==> src/rtl/bcd_pkg.sv <==
// bcd_pkg: shared types and constants for the BCD converter sharing logic.
// Rev 1.0
`default_nettype none

package bcd_pkg;

  typedef enum logic [2:0] {
    ST_IDLE  = 3'd0,
    ST_CHECK = 3'd1,
    ST_START = 3'd2,
    ST_WAIT  = 3'd3,
    ST_RESP  = 3'd4
  } state_t;

  localparam logic [31:0] BCD_MAX    = 32'd99_999_999;
  localparam logic [31:0] BCD_SAT    = 32'h9999_9999;
  localparam int          BCD_DIGITS = 8;

endpackage

`default_nettype wire

==> src/rtl/rr_arbiter.sv <==
// rr_arbiter: combinational round-robin pick, first request at or after i_ptr.
// Rev 1.0
`default_nettype none

module rr_arbiter #(
  parameter int N  = 4,
  parameter int IW = (N > 1) ? $clog2(N) : 1
) (
  input  logic [N-1:0]  i_req,
  input  logic [IW-1:0] i_ptr,
  output logic [N-1:0]  o_grant,
  output logic [IW-1:0] o_idx,
  output logic          o_valid
);

  logic          w_found;
  logic [IW-1:0] w_pos;
  int            w_j;

  always_comb begin
    w_found = 1'b0;
    w_pos   = '0;
    w_j     = 0;
    o_grant = '0;
    o_idx   = '0;
    for (int i = 0; i < N; i++) begin
      // i_ptr is always below N, so a single subtraction wraps the scan.
      w_j = int'(i_ptr) + i;
      if (w_j >= N) w_j = w_j - N;
      w_pos = IW'(w_j);
      if (!w_found && i_req[w_pos]) begin
        w_found        = 1'b1;
        o_grant[w_pos] = 1'b1;
        o_idx          = w_pos;
      end
    end
    o_valid = w_found;
  end

endmodule

`default_nettype wire

==> src/rtl/bcd_share_arbiter.sv <==
// bcd_share_arbiter: round-robin shares one binary-to-BCD converter among N_REQ sources,
// with operand range check, converter timeout and a tagged result. Rev 1.0
`default_nettype none

module bcd_share_arbiter
  import bcd_pkg::*;
#(
  parameter int N_REQ       = 4,
  parameter int DATA_W      = 32,
  parameter int TIMEOUT_CYC = 128
) (
  input  logic                    sys_clk,
  input  logic                    sys_rst_n,
  input  logic [N_REQ-1:0]        i_req_valid,
  input  logic [N_REQ*DATA_W-1:0] i_req_data,
  output logic [N_REQ-1:0]        o_req_ready,
  output logic                    o_conv_start,
  output logic [DATA_W-1:0]       o_conv_data,
  input  logic                    i_conv_done,
  input  logic [4*BCD_DIGITS-1:0] i_conv_bcd,
  output logic                    o_rsp_valid,
  output logic [2:0]              o_rsp_id,
  output logic [4*BCD_DIGITS-1:0] o_rsp_bcd,
  output logic                    o_rsp_ovf,
  output logic                    o_rsp_err,
  output logic                    o_busy
);

  localparam int              IW         = (N_REQ > 1) ? $clog2(N_REQ) : 1;
  localparam int              CW         = $clog2(TIMEOUT_CYC);
  localparam logic [IW-1:0]   c_last_idx = IW'(N_REQ - 1);
  localparam logic [CW-1:0]   c_tmo_last = CW'(TIMEOUT_CYC - 1);

  state_t                    r_state;
  state_t                    w_next;
  logic [IW-1:0]             r_ptr;
  logic [IW-1:0]             r_id;
  logic [N_REQ-1:0]          r_grant;
  logic [DATA_W-1:0]         r_operand;
  logic [DATA_W-1:0]         r_conv_data;
  logic [CW-1:0]             r_cnt;
  logic [2:0]                r_rsp_id;
  logic [4*BCD_DIGITS-1:0]   r_rsp_bcd;
  logic                      r_rsp_ovf;
  logic                      r_rsp_err;

  logic [N_REQ-1:0]          w_grant;
  logic [IW-1:0]             w_idx;
  logic                      w_any;
  logic                      w_ovf;
  logic                      w_tmo;

  rr_arbiter #(.N(N_REQ), .IW(IW)) u_rr_arbiter (
    .i_req   (i_req_valid),
    .i_ptr   (r_ptr),
    .o_grant (w_grant),
    .o_idx   (w_idx),
    .o_valid (w_any)
  );

  assign w_ovf = (r_operand > DATA_W'(BCD_MAX));
  assign w_tmo = (r_cnt == c_tmo_last);

  always_ff @(posedge sys_clk or negedge sys_rst_n) begin
    if (!sys_rst_n) r_state <= ST_IDLE;
    else            r_state <= w_next;
  end

  always_comb begin
    w_next = r_state;
    case (r_state)
      ST_IDLE:  if (w_any) w_next = ST_CHECK;
      ST_CHECK: w_next = w_ovf ? ST_RESP : ST_START;
      ST_START: w_next = ST_WAIT;
      ST_WAIT:  if (i_conv_done || w_tmo) w_next = ST_RESP;
      ST_RESP:  w_next = ST_IDLE;
      default:  w_next = ST_IDLE;
    endcase
  end

  always_comb begin
    o_req_ready  = (r_state == ST_CHECK) ? r_grant : '0;
    o_conv_start = (r_state == ST_START);
    o_rsp_valid  = (r_state == ST_RESP);
    o_busy       = (r_state != ST_IDLE);
  end

  always_ff @(posedge sys_clk or negedge sys_rst_n) begin
    if (!sys_rst_n) begin
      r_ptr       <= '0;
      r_id        <= '0;
      r_grant     <= '0;
      r_operand   <= '0;
      r_conv_data <= '0;
      r_cnt       <= '0;
      r_rsp_id    <= '0;
      r_rsp_bcd   <= '0;
      r_rsp_ovf   <= 1'b0;
      r_rsp_err   <= 1'b0;
    end else begin
      case (r_state)
        ST_IDLE: if (w_any) begin
          r_operand <= i_req_data[w_idx*DATA_W +: DATA_W];
          r_id      <= w_idx;
          r_grant   <= w_grant;
          r_ptr     <= (w_idx == c_last_idx) ? '0 : w_idx + 1'b1;
          r_rsp_ovf <= 1'b0;
          r_rsp_err <= 1'b0;
        end
        ST_CHECK: begin
          if (w_ovf) begin
            r_rsp_bcd <= BCD_SAT;
            r_rsp_ovf <= 1'b1;
            r_rsp_id  <= 3'(r_id);
          end else begin
            r_conv_data <= r_operand;
          end
        end
        ST_START: r_cnt <= '0;
        ST_WAIT: begin
          // A done coinciding with the last timeout cycle still delivers the result.
          if (i_conv_done) begin
            r_rsp_bcd <= i_conv_bcd;
            r_rsp_id  <= 3'(r_id);
          end else if (w_tmo) begin
            r_rsp_bcd <= '0;
            r_rsp_err <= 1'b1;
            r_rsp_id  <= 3'(r_id);
          end else begin
            r_cnt <= r_cnt + 1'b1;
          end
        end
        default: ;
      endcase
    end
  end

  assign o_conv_data = r_conv_data;
  assign o_rsp_id    = r_rsp_id;
  assign o_rsp_bcd   = r_rsp_bcd;
  assign o_rsp_ovf   = r_rsp_ovf;
  assign o_rsp_err   = r_rsp_err;

endmodule

`default_nettype wire
==> config.mk <==
export PLATFORM = sky130hd
export DESIGN_NAME = bcd_share_arbiter
export DESIGN_NICKNAME = d
export VERILOG_FILES = /design/src/rtl/bcd_pkg.sv /design/src/rtl/rr_arbiter.sv /design/src/rtl/bcd_share_arbiter.sv
export SDC_FILE = /design/constraint.sdc
export NUM_CORES = 1
export LEC_CHECK = 0
export ABC_CLOCK_PERIOD_IN_PS = 4000
export CORE_ASPECT_RATIO = 2
export CORE_MARGIN = 2
export CORE_UTILIZATION = 45
export CTS_CLUSTER_DIAMETER = 80
export CTS_CLUSTER_SIZE = 25
export DETAILED_ROUTE_END_ITERATION = 8
export PLACE_DENSITY = 0.8
export SLEW_MARGIN = 30
export SYNTH_ARGS = -nofsm -noshare
export SYNTH_HDL_FRONTEND = slang
export SYNTH_SLANG_ARGS = --single-unit
==> constraint.sdc <==
create_clock -name sys_clk -period 4 [get_ports sys_clk]
set_input_delay 0.8 -clock sys_clk [delete_from_list [all_inputs] [get_ports sys_clk]]
set_output_delay 0.8 -clock sys_clk [all_outputs]
set_load 0.005 [all_outputs]
==> results.ini <==
[outcome]
status=finished, final reports clean

[worst_setup_path]
worstPathMaxFanout=18
path_class=reg2reg
critPathMaxStageDelay_ps=750
required_ps=4340
r2r-start=r_ptr[1]
cpLargestDelayFamily=simple AND/OR/NAND/NOR gates
cp_data_arrival_time_ps=3820
path_cells=inv_1 -> ha_1 -> nand2b_1 -> a21oi_1 -> o31a_1 -> nor2_2 -> buf_4 -> o221a_2 -> a221o_1
slowest_stage=nor2_2
r2r_slack_ps=530
cp.depth=9
start_kind=flip-flop
critical_path_buf_inv_count=2
r2r_cells=9
worstReg2RegEnd=r_operand[16]
worst_setup_path_end_kind=flip-flop

[cells_and_area]
syn2layout_area_growth_pct=48.62
antenna_cells=0
multi_input_area_sq_mm=0.003201
layout-drive-gt1-share=0.1291
fin_nets=1007
final_common_cell=clkdlybuf4s50_1
fin_cells=1036
fillCellCount=1065
regArea_sq_mm=0.002954
mostFrequentLayoutCells=clkdlybuf4s50_1, dfrtp_1, mux2i_1, a211oi_1, a21oi_1

[sta]
finalCritPeriodShare=0.8684
fmax_ghz=0.2879
rsz0062_at_grt=false
slew_violations=0
tns_ps=0
finalCriticalPeriod_ps=3473
setup_viol_count_final=0
relSlewSlack=0.3691
tightest_slew_ps=945.3
skew_ps=12.24
hold_violations=0

[logic_synthesis]
yosysSeqAreaShare=0.4557
netlist_instances=607
netlist_area_sq_mm=0.006480
async_reset_ff_frac=1.000
syn_area_per_cell_sq_um=10.68
synth.distinct_cells=52
ys_ff_latch=118
yosysWarnings=0
synth_edf_count=0
synthFlopType=dfrtp_1
syn-num-nets=783

[drt]
drc=0
wl_um=20180
vias=6003
avgViaCountPerCell=5.794
ant_nets=0
drt_iter0_markers=394
dr.pass1.iters=5
wl_per_cell_um=19.48

[cts]
numCtsBuffers=17
clkTransAtPathRegs_ps=60
hold_buffers=0
htree_levels=4
cts_sinks=118
cts-resized-gates=0
worstSkewPairLatency_ps=410
cts_buffer_depth=2
cts_root_buf=clkbuf_16
cts_tree=done
postCtsSetupBuffers=0

[power_and_ir_drop]
p_int_w=0.004197
power_frac_seq=0.284
power.switching_w=0.002582
share_comb_of_total_power=0.495
p_sw_frac=0.3809
clkPwrFrac=0.221
power.leakage_nw=4.161
ir_drop_v=0.0004470
p_per_area_mw_per_mm2=704.0

[place]
hpwl_um=14260
gp_congestion=0.9150
io_buffers=241
placed_cells=1004

[floorplan]
rows=62
die_y_um=173.7
dieWidth_um=88.85
pin_count=243
coreArea_sq_mm=0.01420
start_util=0.4565
dieArea_sq_mm=0.01543

[grt]
grt_start_max_net_pins=68
grt-ovfl-total=0
grt_pass1_vias=6097
grt_usage=0.2702
grt_pass1_wl_um=32190
antenna_found_initial=0

[min_path]
hold_path.class=in2async

[flow_run]
maxCapViolCount=0

## layout make-up
class                           instances  area share
Clock inverter                         14     0.01572
Multi-Input combinational cell        417      0.3323
Tap cell                              192     0.02494
Timing Repair Buffer                  256      0.2675
Clock buffer                           18     0.04456
Sequential cell                       118      0.3067
Inverter                               21    0.008185
## worst max-delay path by stage
stage	end	from	slack [ps]
detailed placement	r_operand[12]	i_req_valid[2]	410
global route	r_operand[31]	r_ptr[1]	270
CTS	r_operand[16]	r_ptr[1]	570
floorplan	r_operand[29]	r_ptr[0]	1090
global placement	r_operand[15]	i_req_valid[0]	490
finish	r_operand[16]	r_ptr[1]	530
## Yosys cell counts (all sizes together) (2+ instances only)
| master | number | share of area |
|---|---|---|
| dfrtp | 118 | 0.46 |
| mux2i | 55 | 0.085 |
| a211oi | 49 | 0.057 |
| a21oi | 41 | 0.032 |
| nor2 | 37 | 0.024 |
| nand2 | 34 | 0.020 |
| clkbuf | 30 | 0.017 |
| mux2 | 30 | 0.052 |
| and3 | 21 | 0.020 |
| buf | 21 | 0.025 |
| inv | 21 | 0.012 |
| a221o | 18 | 0.028 |
| o221a | 18 | 0.031 |
| o22ai | 18 | 0.017 |
| a22o | 16 | 0.022 |
| o21ai | 12 | 0.0098 |
| ha | 9 | 0.017 |
| nor2b | 8 | 0.0089 |
| xor2 | 5 | 0.0068 |
| a221oi | 4 | 0.0054 |
| a22oi | 4 | 0.0046 |
| nand2b | 4 | 0.0039 |
| nor3 | 4 | 0.0031 |
| nand3 | 3 | 0.0023 |
| and2 | 2 | 0.0019 |
| mux4 | 2 | 0.0070 |
| nand4 | 2 | 0.0019 |
| nand4b | 2 | 0.0027 |
| nor3b | 2 | 0.0023 |
| nor4 | 2 | 0.0019 |
| o31ai | 2 | 0.0031 |
| or2 | 2 | 0.0019 |
## kinds of logic after synthesis
family                   Yosys count  synth area share
AND/OR/NAND/NOR                  125           0.09712
XOR/XNOR                           5          0.006758
other                              1         0.0005787
buffers and inverters             72           0.05484
adder cells (fa/ha/maj)            9           0.01738
flip-flops                       118            0.4557
AO/OA/AOI/OAI                    190            0.2236
multiplexers                      87            0.1440
## layer usage
| layer | global-route usage | wire, um | vias up |
|---|---|---|---|
| met5 | 0 | 0 | - |
| met4 | 0.08649 | 503 | 0 |
| met3 | 0.07333 | 1564 | 38 |
| met2 | 0.4297 | 10100 | 292 |
| met1 | 0.3539 | 8016 | 2935 |
| li1 | - | - | 2738 |
## metrics by stage
| step | setup WS (ps) | hold slack [ps] | power, W | instance area (sq um) | utilization |
|---|---|---|---|---|---|
| final | 526.5 | 394.0 | 0.006780 | 9630 | 0.6784 |
| after global routing | 270.2 | 440.4 | 0.007190 | 9630 | 0.6784 |
| after CTS | 565.4 | 479.6 | 0.006790 | 9627 | 0.6781 |
| after detailed placement | 408.0 | 467.6 | 0.005260 | 9046 | 0.6372 |
| after global placement | 486.6 | 463.7 | 0.005167 | 9046 | 0.6372 |
| after floorplan | 1085 | 442.3 | 0.004099 | 6480 | - |
## registers in the layout, summed over array words and instances (netlist names)
| signal | flops |
|---|---|
| o_rsp_id | 2 |
| o_rsp_err | 1 |
| o_rsp_bcd | 32 |
| r_state | 3 |
| r_cnt | 7 |
| r_grant | 4 |
| o_conv_data | 32 |
| o_rsp_ovf | 1 |
| r_ptr | 2 |
| r_operand | 32 |
| r_id | 2 |
## power groups by stage
| stage | sequential (W) | combinational (W) | clock (W) |
|---|---|---|---|
| final | 0.00192 | 0.00336 | 0.00150 |
| after global routing | 0.00197 | 0.00364 | 0.00157 |
| after CTS | 0.00192 | 0.00335 | 0.00152 |
| after detailed placement | 0.00193 | 0.00333 | 0 |
| after global placement | 0.00193 | 0.00324 | 0 |
| after floorplan | 0.00184 | 0.00226 | 0 |
No activity file was read; power rests on OpenSTA's default activity.
